`config.mk`:
```
export PLATFORM = sky130hd
export DESIGN_NAME = lap_record_controller
export DESIGN_NICKNAME = d
export VERILOG_FILES = /design/src/rtl/lap_record_controller.sv
export SDC_FILE = /design/constraint.sdc
export NUM_CORES = 1
export LEC_CHECK = 0
export ABC_AREA = 1
export CAP_MARGIN = 10
export CORE_MARGIN = 3
export CORE_UTILIZATION = 49
export DETAILED_ROUTE_END_ITERATION = 10
export DONT_BUFFER_PORTS = 1
export GPL_TIMING_DRIVEN = 1
export MAX_ROUTING_LAYER = met4
export PLACE_DENSITY_LB_ADDON = 0.05
export SLEW_MARGIN = 20
export SYNTH_ARGS = -nofsm -noshare
export SYNTH_HDL_FRONTEND = slang
export SYNTH_SLANG_ARGS = --single-unit
export TNS_END_PERCENT = 1
```
`constraint.sdc`:
```
create_clock -name clock -period 15.2 [get_ports clock]
set_clock_uncertainty 0.1 [all_clocks]
set_input_delay 3.04 -clock clock [delete_from_list [all_inputs] [get_ports clock]]
set_output_delay 3.04 -clock clock [all_outputs]
set_load 0.005 [all_outputs]
```
`src/rtl/lap_record_controller.sv`:
```
// Lap timestamp store between the stopwatch control FSM and the LCD driver.
// Optional ring-buffer overwrite when full: define LAP_OVERWRITE_EN.
module lap_record_controller #(
  parameter int TIME_W = 24,
  parameter int DEPTH  = 8,
  parameter int ADDR_W = 3
) (
  input  logic              clock,
  input  logic              reset,
  input  logic              save_req,
  input  logic              clear_req,
  input  logic [TIME_W-1:0] time_in,
  output logic              busy,
  output logic [ADDR_W:0]   lap_count,
  output logic              full,
  output logic              lcd_req,
  output logic              lcd_clear,
  output logic [ADDR_W-1:0] lcd_addr,
  output logic [TIME_W-1:0] lcd_data,
  input  logic              lcd_ack,
  input  logic [ADDR_W-1:0] rd_addr,
  output logic [TIME_W-1:0] rd_data
);

  typedef enum logic [2:0] {
    IDLE,
    STORE,
    LCD_REQ,
    CLR_SWEEP,
    CLR_LCD
  } state_t;

  localparam logic [ADDR_W:0]   COUNT_MAX = (ADDR_W+1)'(DEPTH);
  localparam logic [ADDR_W-1:0] LAST_IDX  = ADDR_W'(DEPTH-1);

  state_t              state_q, state_d;
  logic [TIME_W-1:0]   hold_q, hold_d;
  logic [ADDR_W-1:0]   wr_ptr_q, wr_ptr_d;
  logic [ADDR_W-1:0]   idx_q, idx_d;
  logic [ADDR_W:0]     lap_count_q, lap_count_d;
  logic                full_q, full_d;
  logic                busy_q, busy_d;
  logic                lcd_req_q, lcd_req_d;
  logic                lcd_clear_q, lcd_clear_d;
  logic [ADDR_W-1:0]   lcd_addr_q, lcd_addr_d;
  logic [TIME_W-1:0]   lcd_data_q, lcd_data_d;
  logic [TIME_W-1:0]   slot_q [DEPTH];

  logic                slot_we;
  logic [ADDR_W-1:0]   slot_wa;
  logic [TIME_W-1:0]   slot_wd;
  logic                save_ok;

`ifdef LAP_OVERWRITE_EN
  assign save_ok = 1'b1;
`else
  // A full store drops new saves entirely, so the FSM never leaves IDLE.
  assign save_ok = ~full_q;
`endif

  always_comb begin
    state_d     = state_q;
    hold_d      = hold_q;
    wr_ptr_d    = wr_ptr_q;
    idx_d       = idx_q;
    lap_count_d = lap_count_q;
    lcd_req_d   = lcd_req_q;
    lcd_clear_d = lcd_clear_q;
    lcd_addr_d  = lcd_addr_q;
    lcd_data_d  = lcd_data_q;
    slot_we     = 1'b0;
    slot_wa     = wr_ptr_q;
    slot_wd     = hold_q;

    case (state_q)
      IDLE: begin
        if (clear_req) begin
          state_d = CLR_SWEEP;
          idx_d   = '0;
        end else if (save_req && save_ok) begin
          hold_d  = time_in;
          state_d = STORE;
        end
      end
      STORE: begin
        slot_we    = 1'b1;
        slot_wa    = wr_ptr_q;
        slot_wd    = hold_q;
        lcd_addr_d = wr_ptr_q;
        lcd_data_d = hold_q;
        // DEPTH is a power of two, so the pointer wraps naturally.
        wr_ptr_d   = wr_ptr_q + 1'b1;
        if (lap_count_q != COUNT_MAX) begin
          lap_count_d = lap_count_q + 1'b1;
        end
        lcd_req_d   = 1'b1;
        lcd_clear_d = 1'b0;
        state_d     = LCD_REQ;
      end
      LCD_REQ: begin
        if (lcd_ack) begin
          lcd_req_d = 1'b0;
          state_d   = IDLE;
        end
      end
      CLR_SWEEP: begin
        slot_we = 1'b1;
        slot_wa = idx_q;
        slot_wd = '0;
        idx_d   = idx_q + 1'b1;
        if (idx_q == LAST_IDX) begin
          wr_ptr_d    = '0;
          lap_count_d = '0;
          lcd_req_d   = 1'b1;
          lcd_clear_d = 1'b1;
          state_d     = CLR_LCD;
        end
      end
      CLR_LCD: begin
        if (lcd_ack) begin
          lcd_req_d   = 1'b0;
          lcd_clear_d = 1'b0;
          state_d     = IDLE;
        end
      end
      default: begin
        state_d = IDLE;
      end
    endcase

    busy_d = (state_d != IDLE);
    full_d = (lap_count_d == COUNT_MAX);
  end

  always_ff @(posedge clock or posedge reset) begin
    if (reset) begin
      state_q     <= IDLE;
      hold_q      <= '0;
      wr_ptr_q    <= '0;
      idx_q       <= '0;
      lap_count_q <= '0;
      full_q      <= 1'b0;
      busy_q      <= 1'b0;
      lcd_req_q   <= 1'b0;
      lcd_clear_q <= 1'b0;
      lcd_addr_q  <= '0;
      lcd_data_q  <= '0;
      for (int i = 0; i < DEPTH; i++) begin
        slot_q[i] <= '0;
      end
    end else begin
      state_q     <= state_d;
      hold_q      <= hold_d;
      wr_ptr_q    <= wr_ptr_d;
      idx_q       <= idx_d;
      lap_count_q <= lap_count_d;
      full_q      <= full_d;
      busy_q      <= busy_d;
      lcd_req_q   <= lcd_req_d;
      lcd_clear_q <= lcd_clear_d;
      lcd_addr_q  <= lcd_addr_d;
      lcd_data_q  <= lcd_data_d;
      if (slot_we) begin
        slot_q[slot_wa] <= slot_wd;
      end
    end
  end

  assign busy      = busy_q;
  assign lap_count = lap_count_q;
  assign full      = full_q;
  assign lcd_req   = lcd_req_q;
  assign lcd_clear = lcd_clear_q;
  assign lcd_addr  = lcd_addr_q;
  assign lcd_data  = lcd_data_q;
  assign rd_data   = slot_q[rd_addr];

endmodule

```
; ---- After elaboration in Yosys (flattened, before gate mapping)
; Cells that the tools add are included.
[word_totals]
reg_bits = 260
latchBits = 0
ram_bits = 0
mem_bits_ro = 0
wordCells = 80
n_memories = 0
[op_classes]
add_sub_neg = 3
mul = 0
div = 0
magnitude_cmp = 3
eq_ne = 11
shifts = 0
muxes = 25
bitwise = 4
reduce_logical = 15
[op_table]
columns = cell, n
row1 = 192-bit bitwise mux, 1
row2 = 24-bit 2-to-1 mux, 4
row3 = 24-bit binary-select mux with 3-bit select, 1
row4 = 24-bit demux with 3-bit select, 1
row5 = 3-bit 2-to-1 mux, 7
row6 = 3-bit one-hot mux with 2 select lines, 2
row7 = 3-bit one-hot mux with 4 select lines, 1
row8 = 3-bit AND reduction, 3
row9 = 3-bit nonzero test, 3
row10 = 4-bit greater-or-equal comparator (second input constant), 2
row11 = 4-bit 2-to-1 mux, 2
row12 = 3-bit inverter with 4-bit output, 2
row13 = 4-bit one-hot mux with 2 select lines, 1
row14 = 3-bit by 1-bit adder with 3-bit output (second input constant), 2
row15 = 3-bit by 2-bit equality test with 1-bit output (second input constant), 2
row16 = 3-bit equality test (second input constant), 2
row17 = 2-bit inequality test (second input constant), 3
row18 = 1-bit one-hot mux with 3 select lines, 2
row19 = 4-bit by 1-bit adder with 4-bit output (second input constant), 1
row20 = 4-bit equality test (second input constant), 1
row21 = 4-bit by 1-bit less-than comparator with 1-bit output (second input constant), 1
row22 = 4-bit inequality test (second input constant), 1
row23 = 2-bit AND reduction, 2
row24 = 2-bit nonzero test, 2
row25 = other kinds (7), 12

; ---- Logic depth before layout (Yosys ltp)
[depth]
ltp_word = 8
mapped_depth = 10
mapped_depth_nobuf = 9

; ---- Worst setup path before layout
; No wires, ideal clock.
[synth_timing]
path_kind = input port to output port
startpoint = input port rd_addr[0]
endpoint = output port rd_data[16]
arrival_time_ps = 4080
path_slack_ps = 7980
stages = 7
path_cell_list = clkbuf_1 > clkbuf_1 > clkbuf_1 > nor2_1 > o22ai_1 > nand2_1 > nand2_1
[synth_between]
elab_chain_len = 4
[synth_lines]
columns = element, line
row1 = start: declaration, 21  ; input logic [ADDR_W-1:0] rd_addr,
row2 = 3-bit inverter with 4-bit output (not written as such), 176  ; assign rd_data = slot_q[rd_addr];
row3 = 24-bit binary-select mux with 3-bit select, 176
row4 = 24-bit 2-to-1 mux (not written as such) (2 in a row), 176
row5 = end: declaration, 22  ; output logic [TIME_W-1:0] rd_data
; Every way passes these cells. The select of a mux whose other input is x is not followed.

; ---- Final worst setup path
[layout_timing]
startpoint = input port rd_addr[0]
endpoint = output port rd_data[18]
; The elaborated chain is that of the path after synthesis.

==> flow_summary.ini <==
[outcome]
status = complete, no violations

[setup_path]
path_class = in -> out
r2r_setup_slack_ns = 10.90
cp_num_buf_inv = 2
crit_top_cell = nand2_1
start_kind = primary input
critPathMaxFanout = 97
slowest_stage = buf_4
cp.required_ns = 12.06
path_cells = inv_2, buf_4, o21ai_0, o22ai_1, nand2_1, nand2_1
r2r_end = slot_q[176]
reg2reg_from = state_q[0]
reg2reg_depth = 8
endpoint_kind = output pin
crit_family = buffers and inverters
crit_arrival_ns = 4.70
slowest_delay_ns = 0.64

[clocking]
ctsHtreeMaxLevel = 1
insertion_delay_ns = 0.55
root_buffer = clkbuf_16
hold_buffers = 0
cts_resized = 0
cts_setup_buffers = 0
cts_buffers = 29
cts_sinks = 260
cts_max_path_buffers = 3
cts_tree = built
clk_pin_slew_worst_paths_ns = 0.06

[placed_design]
io_buffers = 0
place.gp.congestion = 0.8102
hpwl_um = 19430
place_ws_ns = 7.401

[timing]
timing.fmax_mhz = 127.5
finalCritPeriodShare_pct = 51.61
hold_viol = 0
min_period_ns = 7.845
max-slew-margin-rel_pct = 36.23
rsz0062_at_grt = no
worst_pin_slew_ns = 0.9543
worst_slack_ns = 7.355
timing.final.max_slew_violations = 0
setup_viol = 0
tns_ns = 0

[flow_run]
drv_cap = 0

[power]
ir_drop_v = 0.0001172
cellPowerDensity_nw_per_um2 = 239.4
leakage_uw = 0.006722

[synth]
yosysTopAreaCell = dfrtp_1
syn_nets = 1586
synth_warnings = 0
synthFlopType = dfrtp_1
synth_most_common_cell = nand2_1
yosys-top-cells-count = 531 x nand2_1, 260 x dfrtp_1, 139 x nor2_1
syn_area_um2 = 12390
synthTopCellsByArea = dfrtp_1 53%, nand2_1 16%, nand4_1 5.0%, o21ai_0 4.9%, nand3_1 4.4%
synth_top_area_share_pct = 52.50
synth_cell_types = 23
synth_edf_count = 0
avgSynthCellArea_um2 = 8.000
yosysSeqAreaShare_pct = 52.50
ys_seq_elements = 260
syn_inst = 1549
ys_async_sr_fraction_pct = 100.0

[final_layout]
final_nets = 1512
drive_gt1_share_pct = 6.622
n_fill_cell = 2332
area_growth_syn_to_layout_pct = 7.381
regArea_um2 = 6506
n_antenna_cell = 0
multi_input_area_um2 = 5126

[grt]
grt_start_max_net_pins = 126
grt.overflow.total = 0
grt_pass1_wl_um = 58460
antenna_found_initial = 0
grtUsageTotal_pct = 27.94
grt_pass1_vias = 10290

[routing]
wire_per_inst_um = 20.10
drt_iter0_markers = 1182
num_vias = 10620
drt_pass1_iterations = 5
drc = 0
wl_um = 36570
ant_nets = 0
via_per_inst = 5.837

[die]
die_area_um2 = 27230
die_x_um = 165.0
core_area_um2 = 24600
num_io_pins = 91
die_h_um = 165.0
rows = 57
start_util_pct = 50.36

[worst_hold_path]
holdPathEnd = slot_q[156]
hp-class = reg -> reg
hold_depth = 2
hp-start = slot_q[156]
## power breakdown
group	total [µW]	switching [µW]	leakage, µW	internal, µW
clock	730	289	0.000483	441
combinational	1250	930	0.00304	319
sequential	1210	188	0.00320	1020
## through the flow
stage | area (µm²) | util (%) | power (µW) | hold slack, ns | std cells
2_1_floorplan | 12390 | - | 2125 | 0.3439 | 1549
3_5_place_dp | 12320 | 50.07 | 2448 | 0.3612 | 1768
6_report | 13310 | 54.08 | 3186 | 0.3719 | 1819
4_1_cts | 13300 | 54.07 | 3186 | 0.3776 | 1819
3_3_place_gp | 12320 | 50.07 | 2425 | 0.3587 | 1768
5_1_grt | 13310 | 54.08 | 3415 | 0.3861 | 1819
## cell type report
class,count,area share [%]
clock buffers,38,6.084
well taps,324,3.047
flip-flops and latches,260,48.90
multi-input cells,1124,38.52
inverters,47,1.382
repair buffers,13,0.7616
clock inverters,13,1.307
## layer usage
metal | routed length (µm) | part of all wire (%) | track usage, % | vias to the layer above
li1 | - | - | - | 4975
met1 | 16810 | 46 | 41.29 | 5192
met2 | 16190 | 44 | 41.33 | 402
met3 | 3013 | 8.2 | 4.490 | 48
met4 | 563 | 1.5 | 5.071 | 0
met5 | 0 | 0 | - | -
## logic make-up (layout without fill, tap and decap cells)
kind of cell | after synthesis | in the layout | share of synthesized area [%]
flip-flops | 260 | 260 | 52.50
AO/OA/AOI/OAI | 205 | 205 | 8.815
adder cells (fa/ha/maj) | 5 | 5 | 0.5048
AND/OR/NAND/NOR | 914 | 914 | 31.81
buffers and inverters | 165 | 111 | 6.371
## cell usage in the layout, fill, tap and decap left out
cell type / Yosys / routed
clkbuf_16: 0 / 29
inv_1: 46 / 43
clkbuf_8: 0 / 5
nand3_2: 9 / 9
buf_6: 7 / 1
clkinv_2: 0 / 6
dfrtp_1: 260 / 260
nand3b_1: 2 / 2
o21ai_0: 121 / 121
bufinv_16: 0 / 4
nand4_1: 99 / 99
nand2_2: 5 / 2
o22ai_1: 48 / 48
clkinvlp_4: 0 / 2
o21ai_1: 9 / 9
inv_6: 0 / 1
nor2_4: 0 / 3
a21boi_0: 1 / 1
inv_8: 0 / 1
o21ai_2: 1 / 1
nand2_4: 0 / 3
inv_2: 1 / 3
buf_4: 17 / 12
ha_1: 5 / 5
clkbuf_1: 44 / 4
nand2_1: 531 / 531
a21oi_1: 25 / 25
nor2_1: 139 / 139
nor2_2: 20 / 17
nand3_1: 109 / 109
## registers in the layout (all words and copies together), names as in the netlist, 3 cells and up
name       cells
idx_q          3
wr_ptr_q       3
lap_count      4
lcd_data      24
slot_q       192
state_q        3
hold_q        24
lcd_addr       3
## worst register-to-register path: cells and delay by family (launching register included)
family        cells  cell delay (ns)
simple gates      7             2.78
flops             1             0.51
buf+inv           1             0.79
## how the worst max path moves through the flow
stage                       end        from  slack, ns  cells after the start
finish              rd_data[18]  rd_addr[0]       7.36                      6
global route        rd_data[13]  rd_addr[0]       7.22                      6
CTS                 rd_data[18]  rd_addr[0]       7.39                      6
detailed placement  rd_data[17]  rd_addr[0]       7.40                      6
global placement    rd_data[13]  rd_addr[0]       7.45                      6
floorplan                  busy       reset       4.90                      1
(Power assumes the default switching activity.)
